[src/rtl/pipelined_execute_unit.sv]
// Execute stage: operand resolution, ALU, condition-code register and the EX/MEM pipeline register.
// Define EXEC_FWD_EN to resolve operands from EX/MEM and MEM/WB before the register-file values.
module pipelined_execute_unit #(
    parameter int DATA_W  = 16,
    parameter int RADDR_W = 3
) (
    input  logic               clk,
    input  logic               reset,
    input  logic               stall,
    input  logic               flush,
    input  logic               in_valid,
    input  logic [2:0]         alu_op,
    input  logic [1:0]         flag_sel,
    input  logic               op2_imm_sel,
    input  logic [DATA_W-1:0]  rs1_data,
    input  logic [DATA_W-1:0]  rs2_data,
    input  logic [DATA_W-1:0]  imm,
    input  logic [RADDR_W-1:0] rs1_addr,
    input  logic [RADDR_W-1:0] rs2_addr,
    input  logic [3:0]         ctl_in,
    input  logic [RADDR_W-1:0] waddr_in,
    input  logic               wb_we,
    input  logic [RADDR_W-1:0] wb_addr,
    input  logic [DATA_W-1:0]  wb_data,
    output logic               out_valid,
    output logic [DATA_W-1:0]  alu_result,
    output logic [DATA_W-1:0]  mem_wdata,
    output logic [DATA_W-1:0]  imm_out,
    output logic [3:0]         ctl_out,
    output logic [RADDR_W-1:0] waddr_out,
    output logic [2:0]         ccr
);

    localparam int CTL_REG_WE = 3;
    localparam int CTL_MEM_RD = 1;
    localparam logic [DATA_W-1:0] ONE = {{(DATA_W-1){1'b0}}, 1'b1};

    logic [DATA_W-1:0] op_a;
    logic [DATA_W-1:0] rs2_res;
    logic [DATA_W-1:0] op_b;
    logic [DATA_W-1:0] result;
    logic [DATA_W:0]   wide;
    logic              carry_next;
    logic [2:0]        ccr_next;

`ifdef EXEC_FWD_EN
    logic exmem_fwd_ok;

    // Loads are excluded: their data is not in alu_result, the hazard unit stalls instead.
    assign exmem_fwd_ok = out_valid & ctl_out[CTL_REG_WE] & ~ctl_out[CTL_MEM_RD];

    always_comb begin
        op_a = rs1_data;
        if (exmem_fwd_ok && (waddr_out == rs1_addr)) begin
            op_a = alu_result;
        end else if (wb_we && (wb_addr == rs1_addr)) begin
            op_a = wb_data;
        end

        rs2_res = rs2_data;
        if (exmem_fwd_ok && (waddr_out == rs2_addr)) begin
            rs2_res = alu_result;
        end else if (wb_we && (wb_addr == rs2_addr)) begin
            rs2_res = wb_data;
        end
    end
`else
    logic unused_fwd;

    assign op_a       = rs1_data;
    assign rs2_res    = rs2_data;
    assign unused_fwd = ^{wb_we, wb_addr, wb_data, rs1_addr, rs2_addr};
`endif

    assign op_b = op2_imm_sel ? imm : rs2_res;

    always_comb begin
        wide       = '0;
        result     = '0;
        carry_next = ccr[2];
        case (alu_op)
            3'b000: begin
                wide       = {1'b0, op_a} + {1'b0, op_b};
                result     = wide[DATA_W-1:0];
                carry_next = wide[DATA_W];
            end
            3'b001: begin
                result     = op_a - op_b;
                carry_next = (op_a < op_b);
            end
            3'b010: result = op_a & op_b;
            3'b011: result = op_a | op_b;
            3'b100: result = ~op_a;
            3'b101: begin
                wide       = {1'b0, op_a} + {1'b0, ONE};
                result     = wide[DATA_W-1:0];
                carry_next = wide[DATA_W];
            end
            3'b110: begin
                result     = op_a - ONE;
                carry_next = (op_a == '0);
            end
            default: result = op_b;
        endcase
    end

    // ccr layout is {C, N, Z}; logical ops and pass-through keep C via the carry_next default.
    always_comb begin
        ccr_next = ccr;
        case (flag_sel)
            2'b01:   ccr_next[2] = 1'b1;
            2'b10:   ccr_next[2] = 1'b0;
            2'b11:   ccr_next = {carry_next, result[DATA_W-1], (result == '0)};
            default: ccr_next = ccr;
        endcase
    end

    always_ff @(posedge clk) begin
        if (!reset) begin
            out_valid  <= 1'b0;
            ctl_out    <= '0;
            waddr_out  <= '0;
            alu_result <= '0;
            mem_wdata  <= '0;
            imm_out    <= '0;
            ccr        <= '0;
        end else if (flush || (!stall && !in_valid)) begin
            out_valid <= 1'b0;
            ctl_out   <= '0;
        end else if (!stall) begin
            out_valid  <= 1'b1;
            ctl_out    <= ctl_in;
            waddr_out  <= waddr_in;
            alu_result <= result;
            mem_wdata  <= rs2_res;
            imm_out    <= imm;
            ccr        <= ccr_next;
        end
    end

endmodule

[config.mk]
export PLATFORM = sky130hd
export DESIGN_NAME = pipelined_execute_unit
export DESIGN_NICKNAME = d
export VERILOG_FILES = /design/src/rtl/pipelined_execute_unit.sv
export SDC_FILE = /design/constraint.sdc
export NUM_CORES = 1
export LEC_CHECK = 0
export CAP_MARGIN = 10
export CORE_MARGIN = 1.5
export CORE_UTILIZATION = 38
export CTS_BUF_LIST = sky130_fd_sc_hd__clkbuf_16
export CTS_CLUSTER_DIAMETER = 150
export CTS_CLUSTER_SIZE = 20
export DETAILED_ROUTE_END_ITERATION = 7
export GPL_TIMING_DRIVEN = 0
export PLACE_DENSITY = 0.76
export SKIP_CTS_REPAIR_TIMING = 1
export SYNTH_ARGS = -nofsm -noshare
export SYNTH_HDL_FRONTEND = slang
export SYNTH_SLANG_ARGS = --single-unit
[constraint.sdc]
create_clock -name clk -period 6.4 [get_ports clk]
set_input_delay 1.28 -clock clk [delete_from_list [all_inputs] [get_ports clk]]
set_output_delay 1.28 -clock clk [all_outputs]
set_load 0.005 [all_outputs]
==> results.md, run 1 <==
- Status: finished clean
- Switching pwr: 0.436 mW
- Synthesized area: 5690 sq um
- Worst-path fanout max: 10
- Crit path cell chain: clkbuf_1 -> clkbuf_1 -> mux2i_1 -> ha_1 -> a21o_1 -> a221o_1 -> a31oi_1 -> nor2_1 -> a21oi_1 -> xor2_1 -> a221oi_2 -> nand4_1 -> nor4_1 -> a21o_1
- Worst Path Arrival: 5900 ps
- Largest net degree at the start of global routing: 12
- Share of layout cells above drive strength 1: 0.0487
- Post-synth ARST share: 0
- Setup violators final: 0
- Yosys top cell area share: 0.208
- Area of placed instances: 7150 sq um
- Power density cells: 176 nW/um^2
- Die Y: 125 um
- Pre-CTS setup slack: 594 ps
- Crit. End Element: register
- CP Class: in -> reg
- Clk pin slew, worst setup/hold paths: 50 ps
- Clock sink count: 59
- Syn Nets: 937
- CP top delay family: compound AO/OA/AOI/OAI gates
- Grt ovf: 0
- First-pass DRT Iterations: 6
- Comb power frac: 0.363
- GRT Util Overall: 0.266
- Final WL: 21.2 mm
- Area grow syn2layout: 30.6%
- Avg WL per Cell: 19.2 um
- I/O Buffers: 121
- Max Slew Vio Count: 0
- Top post-synthesis cells by area: dfxtp_1 21%, ha_1 12%, a21oi_1 9.2%, nand2_1 7.9%, nor2_1 3.9%
- Via count: 6488
- Power Internal: 0.871 mW
- GPL Wtd Cong: 0.964
- Min cycle time layout: 5630 ps
- CTS tree: done
- CTS Buf Count: 9
- Netlist cell types: 72
- Post-route ant nets: 0
- Vias in the first global route: 6176
- Most frequent cells in the layout: 121 x clkdlybuf4s50_1, 120 x nand2_1, 104 x a21oi_1
- Worst hold path type: reg -> reg
- Initial antenna violation count: 0
- Syn_area_per_cell: 7.23 sq um
- DRT iter0 DRCs: 586
- Die Wd: 125 um
- Ant. Diodes: 0
- Switching Share: 0.334
- Die area: 15700 sq um
- Register bit total from synthesis: 59
- Seq/Total Area, Yosys: 0.208
- Synth warn: 0
- Buf+Inv Stages, Crit Path: 2
- Finished Cell Area: 7430 sq um
- Syn Inst Count: 787
- Final worst setup slack: 772 ps
- # rows: 44
- I/O Pins: 151
- Total chip power: 1.31 mW
- Root buffer cell: clkbuf_16
- Core area: 14600 sq um
- Max Cap Viol: 0
- Critical Path RT: 6670 ps
- Final hold vios: 0
- DR DRC count: 0
- Max clock buf depth: 2
- Clock Power Share: 0.340
- Nets: 1071
- Clk_skew: 0 ps
- Most common cell after layout, fill and taps aside: clkdlybuf4s50_1
- Worst-Margin Slew: 972 ps
- F_max: 178 MHz
- Period utilization: 0.879
- Worst Setup Start Kind: input port
- Sequential share of power: 0.297
- Worst vdd ir: 0.143 mV
- Rel. slew slack: 0.334
- Vias per cell: 5.86
- Leak pwr: 2.88 nW
- Skew-Pair Late Insertion Delay: 320 ps
- Starting Density: 0.390
- RSZ-0062 raised after global routing: false
- CP max stage delay: 630 ps
- Post-synth EDFFs: 0
- Fillers: 1431
- Hpwl dp: 16.7 mm
- TNS Setup: 0 ps
- Main synth FF type: dfxtp_1
- First-pass GRT wire length: 33.3 mm
- Leading area contributor after synthesis: dfxtp_1
- CTS H-tree depth: 3
- Slowest CP cell: mux2i_1
-- registers in the layout, summed over array words and instances (netlist names) --
| signal | flops |
|---|---|
| ccr | 3 |
| ctl_out | 4 |
| imm_out | 16 |
| out_valid | 1 |
| waddr_out | 3 |
| alu_result | 16 |
| mem_wdata | 16 |
-- cell families after synthesis --
kind of cell | Yosys count | synth area share
XOR/XNOR | 22 | 0.0339
AND/OR/NAND/NOR | 276 | 0.222
flip-flops | 59 | 0.208
buffers and inverters | 100 | 0.0722
AO/OA/AOI/OAI | 244 | 0.283
adder cells (fa/ha/maj) | 58 | 0.130
multiplexers | 28 | 0.0510
-- path summary, 6_finish.rpt --
path / start / to / slack [ps] / cells after the start
worst min-delay path: out_valid / out_valid / 450 / 2
worst min register to register: out_valid / out_valid / 450 / 2
worst max register to register: ccr[2] / ccr[2] / 5500 / 3
worst max-delay path: op2_imm_sel / ccr[0] / 770 / 14
-- per-stage QoR --
stage                      util  hold slack (ps)  std cells
after global placement    0.489              437       1092
final                     0.509              452       1108
after floorplan               -              447        787
after detailed placement  0.490              447       1093
after global routing      0.509              468       1108
after CTS                 0.509              452       1107
-- power groups by stage --
stage / Combinational (mW) / Sequential [mW] / Clock [mW]
after floorplan: 0.287 / 0.396 / 0
after global placement: 0.457 / 0.395 / 0
after detailed placement: 0.461 / 0.395 / 0
after CTS: 0.463 / 0.388 / 0.449
after global routing: 0.514 / 0.389 / 0.473
final: 0.474 / 0.388 / 0.445
-- worst register-to-register path, stage by stage (launching register included) --
cell and delay, ps:
dfxtp_1 320, nor2_1 50, a31o_2 210, nor4_1 230
-- layer usage --
layer | GRT usage | vias to the layer above | share of wire
li1 | - | 3087 | -
met1 | 0.357 | 3029 | 0.43
met2 | 0.417 | 309 | 0.44
met3 | 0.0381 | 63 | 0.074
met4 | 0.133 | 0 | 0.053
met5 | 0 | - | 0
-- area by class of cell --
cell class	count	area [sq um]	share of cell area
plain buffers	46	208	0.0280
clock buffers	9	225	0.0303
clock inverters	5	46.3	0.00623
inverters	54	203	0.0273
multi-input cells	628	4110	0.553
flip-flops and latches	59	1180	0.159
well taps	184	230	0.0310
repair buffers	123	1230	0.166
-- cell usage after synthesis (16+ instances only) --
cell type,n
mux2i_1,20
nand3_1,16
ha_1,56
xnor2_1,18
a21oi_1,104
clkbuf_1,33
dfxtp_1,59
nor2_1,59
nor3_1,25
inv_1,50
nand2_1,120
o21ai_0,23
No activity file was read; power rests on OpenSTA's default activity.
==> run 2, diff against run 1 <==
--- a/config.mk
+++ b/config.mk
@@ -12,9 +12,11 @@
 export CTS_CLUSTER_DIAMETER = 150
 export CTS_CLUSTER_SIZE = 20
 export DETAILED_ROUTE_END_ITERATION = 7
+export GPL_ROUTABILITY_DRIVEN = 0
 export GPL_TIMING_DRIVEN = 0
 export PLACE_DENSITY = 0.76
 export SKIP_CTS_REPAIR_TIMING = 1
+export SKIP_LAST_GASP = 1
 export SYNTH_ARGS = -nofsm -noshare
 export SYNTH_HDL_FRONTEND = slang
 export SYNTH_SLANG_ARGS = --single-unit
==> results.md, run 2 (synthesis gave the netlist of run 1 again) <==
- Core area: 14600 sq um
- Worst Setup Start Kind: input port
- Clk_skew: 0 ps
- Root buffer cell: clkbuf_16
- CP top delay family: compound AO/OA/AOI/OAI gates
- Vias in the first global route: 6198
- Crit path depth: 14
- Setup violators final: 0
- Power density cells: 171 nW/um^2
- CTS tree: done
- Area grow syn2layout: 30.2%
- Status: finished clean
- Share of layout cells above drive strength 1: 0.0475
- GRT Util Overall: 0.252
- Final hold vios: 0
- Area of placed instances: 7140 sq um
- Die Wd: 125 um
- CTS Buf Count: 9
- Initial antenna violation count: 0
- Crit path capture: ccr[0]
- First-pass GRT wire length: 32.0 mm
- Vias per cell: 5.98
- Max Slew Vio Count: 0
- Leak pwr: 2.88 nW
- F_max: 176 MHz
- Skew-Pair Late Insertion Delay: 320 ps
- Min cycle time layout: 5680 ps
- I/O Pins: 151
- Largest regs: alu_result x16, imm_out x16, mem_wdata x16
- Multi-input gate area: 4100 sq um
- Largest net degree at the start of global routing: 12
- Avg WL per Cell: 18.5 um
- Ant. Diodes: 0
- Most common cell after layout, fill and taps aside: clkdlybuf4s50_1
- First-pass DRT Iterations: 7
- DR DRC count: 0
- Critical path origin: op2_imm_sel
- TNS Setup: 0 ps
- Worst-Margin Slew: 1000 ps
- Grt ovf: 0
- # rows: 44
- Clock sink count: 59
- CP Class: in -> reg
- Fillers: 1449
- Reg2reg path depth: 3
- I/O Buffers: 121
- CP max stage delay: 630 ps
- Crit path cell chain: clkbuf_1 -> clkbuf_1 -> mux2i_1 -> ha_1 -> a21o_1 -> a221o_1 -> a31oi_1 -> nor2_1 -> a21oi_1 -> xor2_1 -> a221oi_2 -> nand4_1 -> nor4_1 -> a21o_1
- Final worst setup slack: 722 ps
- Final WL: 20.6 mm
- Crit. End Element: register
- Worst hold path type: reg -> reg
- DRT iter0 DRCs: 828
- Pre-CTS setup slack: 555 ps
- Buf+Inv Stages, Crit Path: 2
- Worst reg2reg path startpoint: ccr[2]
- RSZ-0062 raised after global routing: false
- Worst vdd ir: 0.115 mV
- R2r endpoint: ccr[2]
- Worst-path fanout max: 10
- Clk pin slew, worst setup/hold paths: 50 ps
- Die Y: 125 um
- FF-to-FF setup slack: 5500 ps
- Most frequent cells in the layout: 121 x clkdlybuf4s50_1, 120 x nand2_1, 104 x a21oi_1
- Period utilization: 0.887
- Die area: 15700 sq um
- Rel. slew slack: 0.329
- Via count: 6634
- Post-route ant nets: 0
- Max clock buf depth: 2
- Worst Path Arrival: 5950 ps
- Finished Cell Area: 7400 sq um
- Hpwl dp: 16.1 mm
- Register area: 1180 sq um
- Slowest CP cell: mux2i_1
- Nets: 1071
- CTS H-tree depth: 3
- Critical Path RT: 6670 ps
- Max Cap Viol: 0
- Starting Density: 0.390
[run 2: cell type report]
cell class                 count  share of cell area
clock inverter                 7             0.00389
tap                          184              0.0311
clock buffer                   9              0.0304
buffer                        46              0.0281
multi-input combinational    628               0.554
sequential                    59               0.160
inverter                      54              0.0274
timing repair buffer         123               0.166
[run 2: worst min path at each step]
stage | start | end | slack [ps] | depth (start not counted)
global route | imm_out[8] | imm_out[8] | 470 | 2
detailed placement | alu_result[4] | alu_result[4] | 450 | 2
floorplan | out_valid | out_valid | 450 | 2
finish | mem_wdata[4] | mem_wdata[4] | 450 | 2
global placement | out_valid | out_valid | 440 | 2
CTS | alu_result[4] | alu_result[4] | 450 | 2
[run 2: per-stage QoR]
stage	total power, mW	util	std cells	hold slack [ps]
2_1_floorplan	0.683	-	787	447
3_3_place_gp	0.845	0.489	1092	436
3_5_place_dp	0.851	0.490	1093	446
4_1_cts	1.26	0.507	1109	453
5_1_grt	1.33	0.507	1110	471
6_report	1.27	0.507	1110	453
[run 2: per-layer routing]
metal,share of wire,GRT usage,vias to the layer above
li1,-,-,3100
met1,0.41,0.318,3093
met2,0.45,0.411,359
met3,0.085,0.0445,82
met4,0.059,0.129,0
met5,0,0,-
[run 2: report_power, final]
| part | internal [mW] | switching (mW) |
|---|---|---|
| clock | 0.253 | 0.158 |
| combinational | 0.198 | 0.271 |
| sequential | 0.381 | 0.00685 |
[run 2: tightest hold or removal path, cell delays in order, from the launching register on]
cell	delay, ps
dfxtp_1	300
nand2_1	50
a21oi_1	50
==> run 3, diff against run 2 <==
--- a/config.mk
+++ b/config.mk
@@ -7,14 +7,15 @@
 export LEC_CHECK = 0
 export CAP_MARGIN = 10
 export CORE_MARGIN = 1.5
-export CORE_UTILIZATION = 38
+export CORE_UTILIZATION = 40
 export CTS_BUF_LIST = sky130_fd_sc_hd__clkbuf_16
 export CTS_CLUSTER_DIAMETER = 150
 export CTS_CLUSTER_SIZE = 20
 export DETAILED_ROUTE_END_ITERATION = 7
 export GPL_ROUTABILITY_DRIVEN = 0
 export GPL_TIMING_DRIVEN = 0
-export PLACE_DENSITY = 0.76
+export PLACE_DENSITY = 0.79
+export RECOVER_POWER = 25
 export SKIP_CTS_REPAIR_TIMING = 1
 export SKIP_LAST_GASP = 1
 export SYNTH_ARGS = -nofsm -noshare
==> constraint.sdc (replaced) <==
create_clock -name clk -period 5.7 [get_ports clk]
set_input_delay 1.14 -clock clk [delete_from_list [all_inputs] [get_ports clk]]
set_output_delay 1.14 -clock clk [all_outputs]
set_load 0.005 [all_outputs]
==> results.md, run 3 (synthesis gave the netlist of run 1 again) <==
- Status: finished clean
- Rel. slew slack: 0.112
- Worst-path fanout max: 10
- Period utilization: 0.950
- Core area: 13900 sq um
- First-pass GRT wire length: 30.9 mm
- Most Crowded Layer GR: met2
- Area grow syn2layout: 30.3%
- # rows: 43
- Min cycle time layout: 5420 ps
- Critical Path RT: 5970 ps
- Met2 Usage GRT: 0.409
- Starting Density: 0.410
- Final hold vios: 0
- Max Cap Viol: 0
- Largest net degree at the start of global routing: 12
- Final WL: 20.5 mm
- Worst vdd ir: 0.172 mV
- Fin util: 0.534
- CTS tree: done
- First-pass DRT Iterations: 7
- Initial antenna violation count: 0
- GRT Util Overall: 0.264
- Skew-Pair Late Insertion Delay: 320 ps
- Clk pin slew, worst setup/hold paths: 50 ps
- Post-route ant nets: 0
- Worst-Margin Slew: 1320 ps
- Largest regs: alu_result x16, imm_out x16, mem_wdata x16
- DRT iter0 DRCs: 752
- Worst hold path type: reg -> reg
- WHS Path Cells: 2
- CTS Buf Count: 9
- Most common cell after layout, fill and taps aside: nand2_1
- Leak pwr: 2.98 nW
- Multi-input gate area: 4100 sq um
- Setup violators final: 0
- Grt ovf: 0
- Grt met3 use: 0.0446
- Share of layout cells above drive strength 1: 0.0476
- Nets: 1070
- Power density cells: 197 nW/um^2
- Met1 Resource Use GR: 0.353
- Hold_sp: mem_wdata[3]
- Reg2reg path depth: 3
- Clk_skew: 0 ps
- CTS H-tree depth: 3
- DR DRC count: 0
- Register area: 1180 sq um
- Hpwl dp: 15.9 mm
- F_max: 185 MHz
- Vias per cell: 6.01
- Die Wd: 122 um
- I/O Pins: 151
- Worst reg2reg path startpoint: ccr[2]
- Clock sink count: 59
- Ant. Diodes: 0
- Root buffer cell: clkbuf_16
- Total chip power: 1.46 mW
- Vias in the first global route: 5924
- Die area: 14900 sq um
- Fillers: 1345
- Max clock buf depth: 2
- Critical path origin: op2_imm_sel
- TNS Setup: 0 ps
- CP Class: in -> reg
- Worst Setup Start Kind: input port
- Worst Path Arrival: 5690 ps
- Max Slew Vio Count: 0
- RSZ-0062 raised after global routing: false
- Most frequent cells in the layout: 120 x nand2_1, 104 x a21oi_1, 92 x clkdlybuf4s50_1
- I/O Buffers: 121
- Avg WL per Cell: 18.5 um
- Via count: 6637
- Die Y: 122 um
- Crit. End Element: register
==> run 3: cell types whose count changed in the layout (fill, tap and decap cells not counted) <==
cell,before,now
clkdlybuf4s50_1,121,92
clkbuf_2,0,1
clkbuf_1,33,32
clkinv_2,2,1
bufinv_16,0,1
dlygate4sd3_1,0,29
clkbuf_4,1,0
inv_1,53,52
==> run 3: worst max-delay path: stages <==
cell and delay [ps]:
clkbuf_1 380, clkbuf_2 410, mux2i_1 580, ha_1 400, a21o_1 180, a221o_1 280
a31oi_1 530, nor2_1 120, a21oi_1 290, xor2_1 120, a221oi_2 430, nand4_1 200
nor4_1 430, a21o_1 180
==> run 3: per-layer routing <==
layer | share of wire | vias up
li1 | - | 3101
met1 | 0.41 | 3057
met2 | 0.45 | 406
met3 | 0.091 | 73
met4 | 0.053 | 0
met5 | 0 | -
==> run 3: area by class of cell <==
cell class / instances / share of cell area
Timing Repair Buffer: 122 / 0.164
Inverter: 54 / 0.0273
Clock buffer: 9 / 0.0304
Clock inverter: 6 / 0.00675
Tap cell: 180 / 0.0304
Multi-Input combinational cell: 628 / 0.553
Sequential cell: 59 / 0.159
Buffer: 46 / 0.0282
==> run 3: where the power goes <==
part	internal, mW	switching, mW
combinational	0.220	0.306
clock	0.327	0.171
sequential	0.428	0.00732
==> run 3: final timing paths <==
path	end	slack, ps
max	ccr[0]	280
min	mem_wdata[3]	450
max reg2reg	ccr[2]	4790
min reg2reg	mem_wdata[3]	450
==> run 3: per-stage QoR <==
| stage | hold slack (ps) | worst slack, ps | cells | area, sq um |
|---|---|---|---|---|
| final | 448 | 283 | 1104 | 7410 |
| after global routing | 461 | 233 | 1104 | 7410 |
| after CTS | 453 | 240 | 1104 | 7410 |
| after detailed placement | 446 | -67.2 | 1089 | 7140 |
| after global placement | 437 | 7.68 | 1088 | 7120 |
| after floorplan | 447 | 1190 | 787 | 5690 |
